File: config.mk
export PLATFORM = sky130hd
export DESIGN_NAME = zero_branch_unit
export DESIGN_NICKNAME = d
export VERILOG_FILES = /design/src/rtl/branch_pkg.sv /design/src/rtl/branch_cond.sv /design/src/rtl/zero_branch_unit.sv
export SDC_FILE = /design/constraint.sdc
export NUM_CORES = 1
export LEC_CHECK = 0
export BUFFER_PORTS_ARGS = -buffer_cell sky130_fd_sc_hd__buf_4
export CAP_MARGIN = 20
export CORE_MARGIN = 5
export CORE_UTILIZATION = 50
export CTS_BUF_LIST = sky130_fd_sc_hd__clkbuf_2 sky130_fd_sc_hd__clkbuf_4 sky130_fd_sc_hd__clkbuf_8
export CTS_CLUSTER_SIZE = 40
export DETAILED_ROUTE_END_ITERATION = 8
export GPL_TIMING_DRIVEN = 0
export HOLD_SLACK_MARGIN = 0.1
export PLACE_DENSITY = 0.74
export SYNTH_ARGS = -nofsm -noshare
export SYNTH_HDL_FRONTEND = slang
export SYNTH_SLANG_ARGS = --single-unit
export TNS_END_PERCENT = 5
File: constraint.sdc
create_clock -name clock -period 2 [get_ports clock]
set_input_delay 0.1 -clock clock [delete_from_list [all_inputs] [get_ports clock]]
set_output_delay 0.1 -clock clock [all_outputs]
set_load 0.005 [all_outputs]
File: src/rtl/branch_pkg.sv
// Shared encodings for the zero-flag branch sequencer: branch opcodes and FSM states.
package branch_pkg;

  typedef enum logic [1:0] {
    BR_NONE  = 2'b00,
    BR_JMP   = 2'b01,
    BR_JMPZ  = 2'b10,
    BR_JMPNZ = 2'b11
  } br_op_e;

  typedef enum logic [1:0] {
    ST_RUN     = 2'b00,
    ST_RESOLVE = 2'b01,
    ST_HALT    = 2'b10
  } br_state_e;

endpackage

File: src/rtl/branch_cond.sv
// Combinational branch decision: is this op taken given the zero flag.
module branch_cond
  import branch_pkg::*;
(
  input  br_op_e op_i,
  input  logic   zero_i,
  output logic   taken_o
);

  always_comb begin
    taken_o = 1'b0;
    case (op_i)
      BR_JMP:   taken_o = 1'b1;
      BR_JMPZ:  taken_o = zero_i;
      BR_JMPNZ: taken_o = ~zero_i;
      default:  taken_o = 1'b0;
    endcase
  end

endmodule

File: src/rtl/zero_branch_unit.sv
// PC sequencer with conditional branches on the isZeroReg flag; stalls one cycle
// when a conditional branch coincides with a flag write.
module zero_branch_unit
  import branch_pkg::*;
#(
  parameter int unsigned ADDR_WIDTH = 8,
  parameter logic [ADDR_WIDTH-1:0] RESET_PC = '0,
  parameter int unsigned CNT_WIDTH  = 16
) (
  input  logic                  clock,
  input  logic                  rst,
  input  logic                  pcEn,
  input  logic [1:0]            brOp,
  input  logic [ADDR_WIDTH-1:0] brTarget,
  input  logic                  zeroFlag,
  input  logic                  zeroWriteEn,
  input  logic                  haltIn,
  output logic [ADDR_WIDTH-1:0] pc,
  output logic                  branchTaken,
  output logic                  stall,
  output logic                  halted,
  output logic [CNT_WIDTH-1:0]  takenCount
);

  br_state_e             state_q;
  logic [ADDR_WIDTH-1:0] pc_q;
  logic                  taken_q;
  br_op_e                op_q;
  logic [ADDR_WIDTH-1:0] tgt_q;
  logic [CNT_WIDTH-1:0]  cnt_q;

  br_op_e                op_in;
  br_op_e                cond_op;
  logic                  cond_taken;
  logic [ADDR_WIDTH-1:0] tgt_sel;

  function automatic logic [CNT_WIDTH-1:0] sat_inc(input logic [CNT_WIDTH-1:0] v);
    return (&v) ? v : v + 1'b1;
  endfunction

  assign op_in = br_op_e'(brOp);

  // RESOLVE re-evaluates the latched op; RUN evaluates the live op.
  always_comb begin
    cond_op = op_in;
    tgt_sel = brTarget;
    if (state_q == ST_RESOLVE) begin
      cond_op = op_q;
      tgt_sel = tgt_q;
    end
  end

  branch_cond u_cond (
    .op_i    (cond_op),
    .zero_i  (zeroFlag),
    .taken_o (cond_taken)
  );

  always_ff @(posedge clock) begin
    if (rst) begin
      state_q <= ST_RUN;
      pc_q    <= RESET_PC;
      taken_q <= 1'b0;
      op_q    <= BR_NONE;
      tgt_q   <= '0;
      cnt_q   <= '0;
    end else if (!pcEn) begin
      taken_q <= 1'b0;
    end else begin
      taken_q <= 1'b0;
      case (state_q)
        ST_RUN: begin
          if (haltIn) begin
            state_q <= ST_HALT;
          end else if ((op_in == BR_JMPZ || op_in == BR_JMPNZ) && zeroWriteEn) begin
            op_q    <= op_in;
            tgt_q   <= brTarget;
            state_q <= ST_RESOLVE;
          end else if (cond_taken) begin
            pc_q    <= tgt_sel;
            taken_q <= 1'b1;
            cnt_q   <= sat_inc(cnt_q);
          end else begin
            pc_q <= pc_q + 1'b1;
          end
        end
        ST_RESOLVE: begin
          state_q <= ST_RUN;
          if (cond_taken) begin
            pc_q    <= tgt_sel;
            taken_q <= 1'b1;
            cnt_q   <= sat_inc(cnt_q);
          end else begin
            pc_q <= pc_q + 1'b1;
          end
        end
        default: state_q <= ST_HALT;
      endcase
    end
  end

  assign pc          = pc_q;
  assign branchTaken = taken_q;
  assign stall       = (state_q == ST_RESOLVE);
  assign halted      = (state_q == ST_HALT);
  assign takenCount  = cnt_q;

endmodule

==> out/qor.txt, run 1 <==
Clock buffer depth: 2
RSZ-0062 raised after global routing: true
Initial Utilization: 51.0%
Final worst-path cycle share: 95.6%
CTS sink cnt: 37
Max IR drop VDD: 410 µV
Worst path cell trace: nand2b_1, buf_6, inv_6, or3_4, nand3_4, buf_8, nor4_4, mux2_4
Syn. warnings: 0
EDFF count, synth: 0
CTS tree: built
Crit path time final: 1910 ps
Seq/Total Area, Yosys: 36.6%
Cells after synthesis: 233
GRT Util Overall: 19.2%
Post-route DRC: 0
Bufs and invs on worst path: 3
Placed insts: 325
Top post-synthesis cells by count: dfxtp_1 (37), nor2_1 (22), a21oi_1 (19)
Slowest stage delay, CP: 340 ps
Area share of the largest cell type after synthesis: 36.6%
Clock-pin slew on the worst setup and hold paths: 80 ps
Area of the die: 5420 µm²
Area growth syn-to-layout: 35.4%
Critical Path Source Type: flip-flop
Fin. Hold Viols: 0
Synth Flop Type: dfxtp_1
Largest net degree at the start of global routing: 12
Most frequent cell after synthesis: dfxtp_1
Skew-Pair Late Insertion Delay: 290 ps
Fin util: 69.1%
CP max FO: 9
Initial antenna violation count: 0
Syn_area_per_cell: 8.69 µm²
Setup-failing EPs final: 0
Overflow after GRT: 0
Critical Path RT: 2180 ps
N_diodes: 0
Post-DP Area: 2400 µm²
Register bit total from synthesis: 37
Netlist cell types: 47
I/O Buffers: 42
Worst Skew: 10.1 ps
# Max-Cap Violations: 0
Initial DRC count: 73
Fin nets: 316
Core area: 3970 µm²
Pwr dens: 566 nW/µm²
Slowest CP cell: dfxtp_2
Total power draw: 1.55 mW
Number of global-route vias before repair: 1770
Post-DP HPWL: 3500 µm
Synthesized Nets: 251
CTS Buf Count: 5
Async S/R FF share, synth: 0%
DR pass1 iterations: 4
First-pass GRT wire length: 8200 µm
Drt total wl: 5120 µm
Post-DRT Antenna Nets: 0
# fillers: 318
Critical Path AT: 2090 ps
Type of the worst setup path: reg -> reg
Slew Limit Fails: 0
DR vias/cell: 5.69
Total vias in the final route: 1986
Status: finished, final reports clean
CTS H-Tree Depth: 2
DIE HEIGHT: 73.7 µm
Synthesized area: 2030 µm²
Die width: 73.7 µm
I/O pins: 43
Fin cells: 349
CTS root buf: clkbuf_8
GP Congestion: 0.782
Area contributors post-synth: dfxtp_1 (37%), mux2i_1 (8.4%), a21oi_1 (4.7%)
F_max: 523 MHz
Slew @ Worst Pin: 685 ps
Wirelength per Cell: 14.7 µm
FP Rows: 23
LEAKAGE: 1.11 nW
Dominant cell type by area after synthesis: dfxtp_1
Hold Crit Class: in -> reg
Cell family with most CP delay: simple AND/OR/NAND/NOR gates
Relative slew slack: 54.4%
Post-layout instance area: 2740 µm²
Share of cells above drive strength 1: 26.8%
Crit path capture type: flip-flop
-- layer usage --
metal	routed length, µm	track usage (%)	vias up
li1	-	-	1010
met1	2260	25.3	912
met2	2510	30.3	56
met3	277	4.10	8
met4	73	8.05	0
met5	0	0	-
-- cell usage in the layout (no fill, tap or decap), types with 5 or more instances in the layout --
master / count
buf_4: 47
dfxtp_1: 35
nor2_1: 21
a21oi_1: 19
mux2i_1: 17
nand2_1: 12
nand3_1: 11
dlygate4sd3_1: 11
nor3_1: 9
or4_1: 8
nor2b_1: 7
o31ai_1: 7
clkbuf_8: 7
inv_1: 6
nand4_1: 6
clkbuf_1: 5
-- stage by stage --
stage	hold WS, ps	setup TNS [ps]	setup slack, ps
after floorplan	241	0	187
after global placement	346	-180	-94.0
after detailed placement	351	-143	-60.0
after CTS	177	0	6.14
after global routing	203	0	0.897
final	184	0	88.9
-- worst reg2reg max path: cells and delay by family, from the launching register on --
kind,cells,cell delay [ps]
buf+inv,3,410
mux,1,320
simple gates,4,740
flops,1,340
-- final timing paths --
path              startpoint       endpoint  slack (ps)  cells after the start
hold reg to reg   state_q[1]    branchTaken         460                      1
setup / recovery  state_q[1]  takenCount[5]          90                      8
setup reg to reg  state_q[1]  takenCount[5]          90                      8
hold / removal           rst  takenCount[8]         180                      3
-- sequential cells by signal, indices dropped and copies added, names as in the netlist --
name         count
tgt_q            8
op_q             2
takenCount      16
pc               8
branchTaken      1
state_q          2
-- repair_timing --
item                                   4_1_cts  5_1_grt
buffers inserted                             0        4
pin swaps                                    0        4
gates resized for setup                      5       11
setup endpoints to repair                    3       12
gates cloned                                 0        1
endpoints found under the hold margin       11        0
hold buffers                                11        0
-- where the power goes --
part	internal [mW]	switching (mW)	leakage, nW
combinational	0.107	0.0976	0.751
clock	0.312	0.268	0.0542
sequential	0.752	0.0174	0.300
-- cells by family (layout without fill, tap and decap cells) --
group / after synthesis / in the layout / synth area share, %
compound gates: 50 / 50 / 16.7
mux: 24 / 24 / 12.3
buf+inv: 19 / 85 / 5.25
fa+ha+maj: 2 / 2 / 1.24
flops: 37 / 37 / 36.6
simple gates: 101 / 101 / 27.9
-- cell type report --
class | instances | area (µm²) | area share [%]
multi-input cells | 177 | 1240 | 45.2
flip-flops and latches | 37 | 743 | 27.1
repair buffers | 58 | 480 | 17.5
clock buffers | 7 | 96.3 | 3.51
plain buffers | 12 | 83.8 | 3.06
well taps | 50 | 62.6 | 2.28
inverters | 7 | 31.3 | 1.14
clock inverters | 1 | 5.00 | 0.182
No activity file was read; power rests on OpenSTA's default activity.
==> run 2, diff against run 1 <==
--- a/config.mk
+++ b/config.mk
@@ -7,14 +7,16 @@
 export LEC_CHECK = 0
 export BUFFER_PORTS_ARGS = -buffer_cell sky130_fd_sc_hd__buf_4
 export CAP_MARGIN = 20
+export CELL_PAD_IN_SITES_DETAIL_PLACEMENT = 1
+export CELL_PAD_IN_SITES_GLOBAL_PLACEMENT = 2
 export CORE_MARGIN = 5
-export CORE_UTILIZATION = 50
+export CORE_UTILIZATION = 33
 export CTS_BUF_LIST = sky130_fd_sc_hd__clkbuf_2 sky130_fd_sc_hd__clkbuf_4 sky130_fd_sc_hd__clkbuf_8
 export CTS_CLUSTER_SIZE = 40
 export DETAILED_ROUTE_END_ITERATION = 8
 export GPL_TIMING_DRIVEN = 0
 export HOLD_SLACK_MARGIN = 0.1
-export PLACE_DENSITY = 0.74
+export PLACE_DENSITY_LB_ADDON = 0.1
 export SYNTH_ARGS = -nofsm -noshare
 export SYNTH_HDL_FRONTEND = slang
 export SYNTH_SLANG_ARGS = --single-unit
==> out/qor.txt, run 2 (synthesis results as in run 1) <==
Status: finished, final reports clean
Crit path capture type: flip-flop
Total vias in the final route: 1997 (+0.55%)
CTS H-Tree Depth: 2 (unchanged)
Crit path time final: 1950 ps (+35.9 ps)
Initial antenna violation count: 0 (unchanged)
Pwr dens: 548 nW/µm² (-3.2%)
First-pass GRT wire length: 10200 µm (+25%)
Critical Path AT: 2120 ps (+30 ps)
Critical Path RT: 2180 ps (about the same)
CP max FO: 10 (+1)
Post-route DRC: 0 (unchanged)
Slew @ Worst Pin: 796 ps (+112 ps)
Drt total wl: 6220 µm (+21%)
# fillers: 719 (+130%)
I/O pins: 43 (unchanged)
CTS Buf Count: 5 (unchanged)
RSZ-0062 raised after global routing: true
F_max: 514 MHz (-1.8%)
CTS sink cnt: 37 (unchanged)
Worst Skew: 5.91 ps (-4.21 ps)
Clock buffer depth: 2 (unchanged)
Slew Limit Fails: 0 (unchanged)
Fin nets: 317 (+0.32%)
Most common cell after layout, fill and taps aside: buf_4
Dpl ws: -165 ps (-105 ps)
Most frequent cells in the layout: buf_4 (48), dfxtp_1 (35), nor2_1 (21)
GP Congestion: 0.769 (-1.6%)
Post-DP HPWL: 4380 µm (+25%)
DR pass1 iterations: 4 (unchanged)
Final worst slack: 52.9 ps (-35.9 ps)
I/O Buffers: 42 (unchanged)
Fin util: 46.9% (-22 points)
DIE HEIGHT: 88.4 µm (+20%)
Core area: 5960 µm² (+50%)
GRT Util Overall: 16.7% (-2.5 points)
FP Rows: 28 (+22%)
N_diodes: 0 (unchanged)
CTS root buf: clkbuf_8
# Max-Cap Violations: 0 (unchanged)
Area growth syn-to-layout: 37.9%
Max FFs per register: 16 (unchanged)
Number of global-route vias before repair: 2067 (+17%)
Area of the die: 7810 µm² (+44%)
Largest net degree at the start of global routing: 11 (-1)
Fin. Hold Viols: 0 (unchanged)
Hold Crit Class: in -> reg
CTS tree: built
Initial DRC count: 74 (+1.4%)
Wirelength per Cell: 16.6 µm (+13%)
Critical Path Source Type: flip-flop
Skew-Pair Late Insertion Delay: 290 ps (about the same)
Setup-failing EPs final: 0 (unchanged)
Relative slew slack: 46.6% (-7.8 points)
Initial Utilization: 34.0% (-17 points)
Share of cells above drive strength 1: 28.3% (+1.6 points)
Die width: 88.4 µm (+20%)
Max IR drop VDD: 344 µV (-16%)
LEAKAGE: 1.10 nW (-0.16%)
Clock-pin slew on the worst setup and hold paths: 70 ps (about the same)
Fin Hold WS: 195 ps (+11.4 ps)
DR vias/cell: 5.33 (-6.4%)
Type of the worst setup path: reg -> reg
Final worst-path cycle share: 97.4% (+1.8 points)
Overflow after GRT: 0 (unchanged)
Post-DRT Antenna Nets: 0 (unchanged)
run 2: changes by cell type in the layout (fill, tap and decap cells not counted), moves of 2 or more:
cell	change
a21oi_1	-2
clkbuf_4	+3
clkbuf_8	-2
a21oi_2	+2
run 2: timing repair:
action / CTS / global route
setup endpoints to repair: 12 / 16
gates resized for setup: 13 / 8
hold buffers: 11 / 0
endpoints found under the hold margin: 11 / 0
pin swaps: 1 / 3
buffers inserted: 0 / 6
run 2: worst paths after layout:
| check | end | slack, ps | cells past startpoint | startpoint |
|---|---|---|---|---|
| min reg2reg | branchTaken | 470 | 1 | state_q[1] |
| max reg2reg | takenCount[8] | 50 | 8 | state_q[1] |
| max | takenCount[8] | 50 | 8 | state_q[1] |
| min | takenCount[8] | 200 | 3 | rst |
run 2: power breakdown:
part           switching, mW  internal (mW)
clock                  0.263          0.289
sequential            0.0187          0.751
combinational          0.103          0.107
run 2: metal layers:
metal | global-route usage (%) | share of wire [%] | up-vias
met2 | 26.7 | 47 | 42
met4 | 5.08 | 1.1 | 0
met5 | 0 | 0 | -
met1 | 22.9 | 48 | 946
met3 | 3.26 | 4.1 | 6
li1 | - | - | 1003
run 2: area by class of cell:
type | count | area (µm²) | area share (%)
Tap cell | 75 | 93.8 | 3.36
Sequential cell | 37 | 746 | 26.7
Multi-Input combinational cell | 177 | 1260 | 45.1
Timing Repair Buffer | 59 | 483 | 17.3
Inverter | 7 | 31.3 | 1.12
Buffer | 12 | 87.6 | 3.14
Clock buffer | 8 | 91.3 | 3.27
run 2: metrics by stage:
step	area, µm²	cells	TNS [ps]	power, mW
6_report	2790	375	0	1.53
5_1_grt	2790	375	-17.1	1.60
4_1_cts	2700	369	0	1.55
3_5_place_dp	2430	350	-847	0.972
3_3_place_gp	2430	350	-880	0.971
2_1_floorplan	2030	233	0	0.890
run 2: critical path: stages (launching register included):
cell and delay (ps):
dfxtp_4 360, nand2b_1 150, buf_6 150, inv_6 90, or3_4 160, nand3_4 110
buf_8 180, nor4_4 280, mux2_1 340
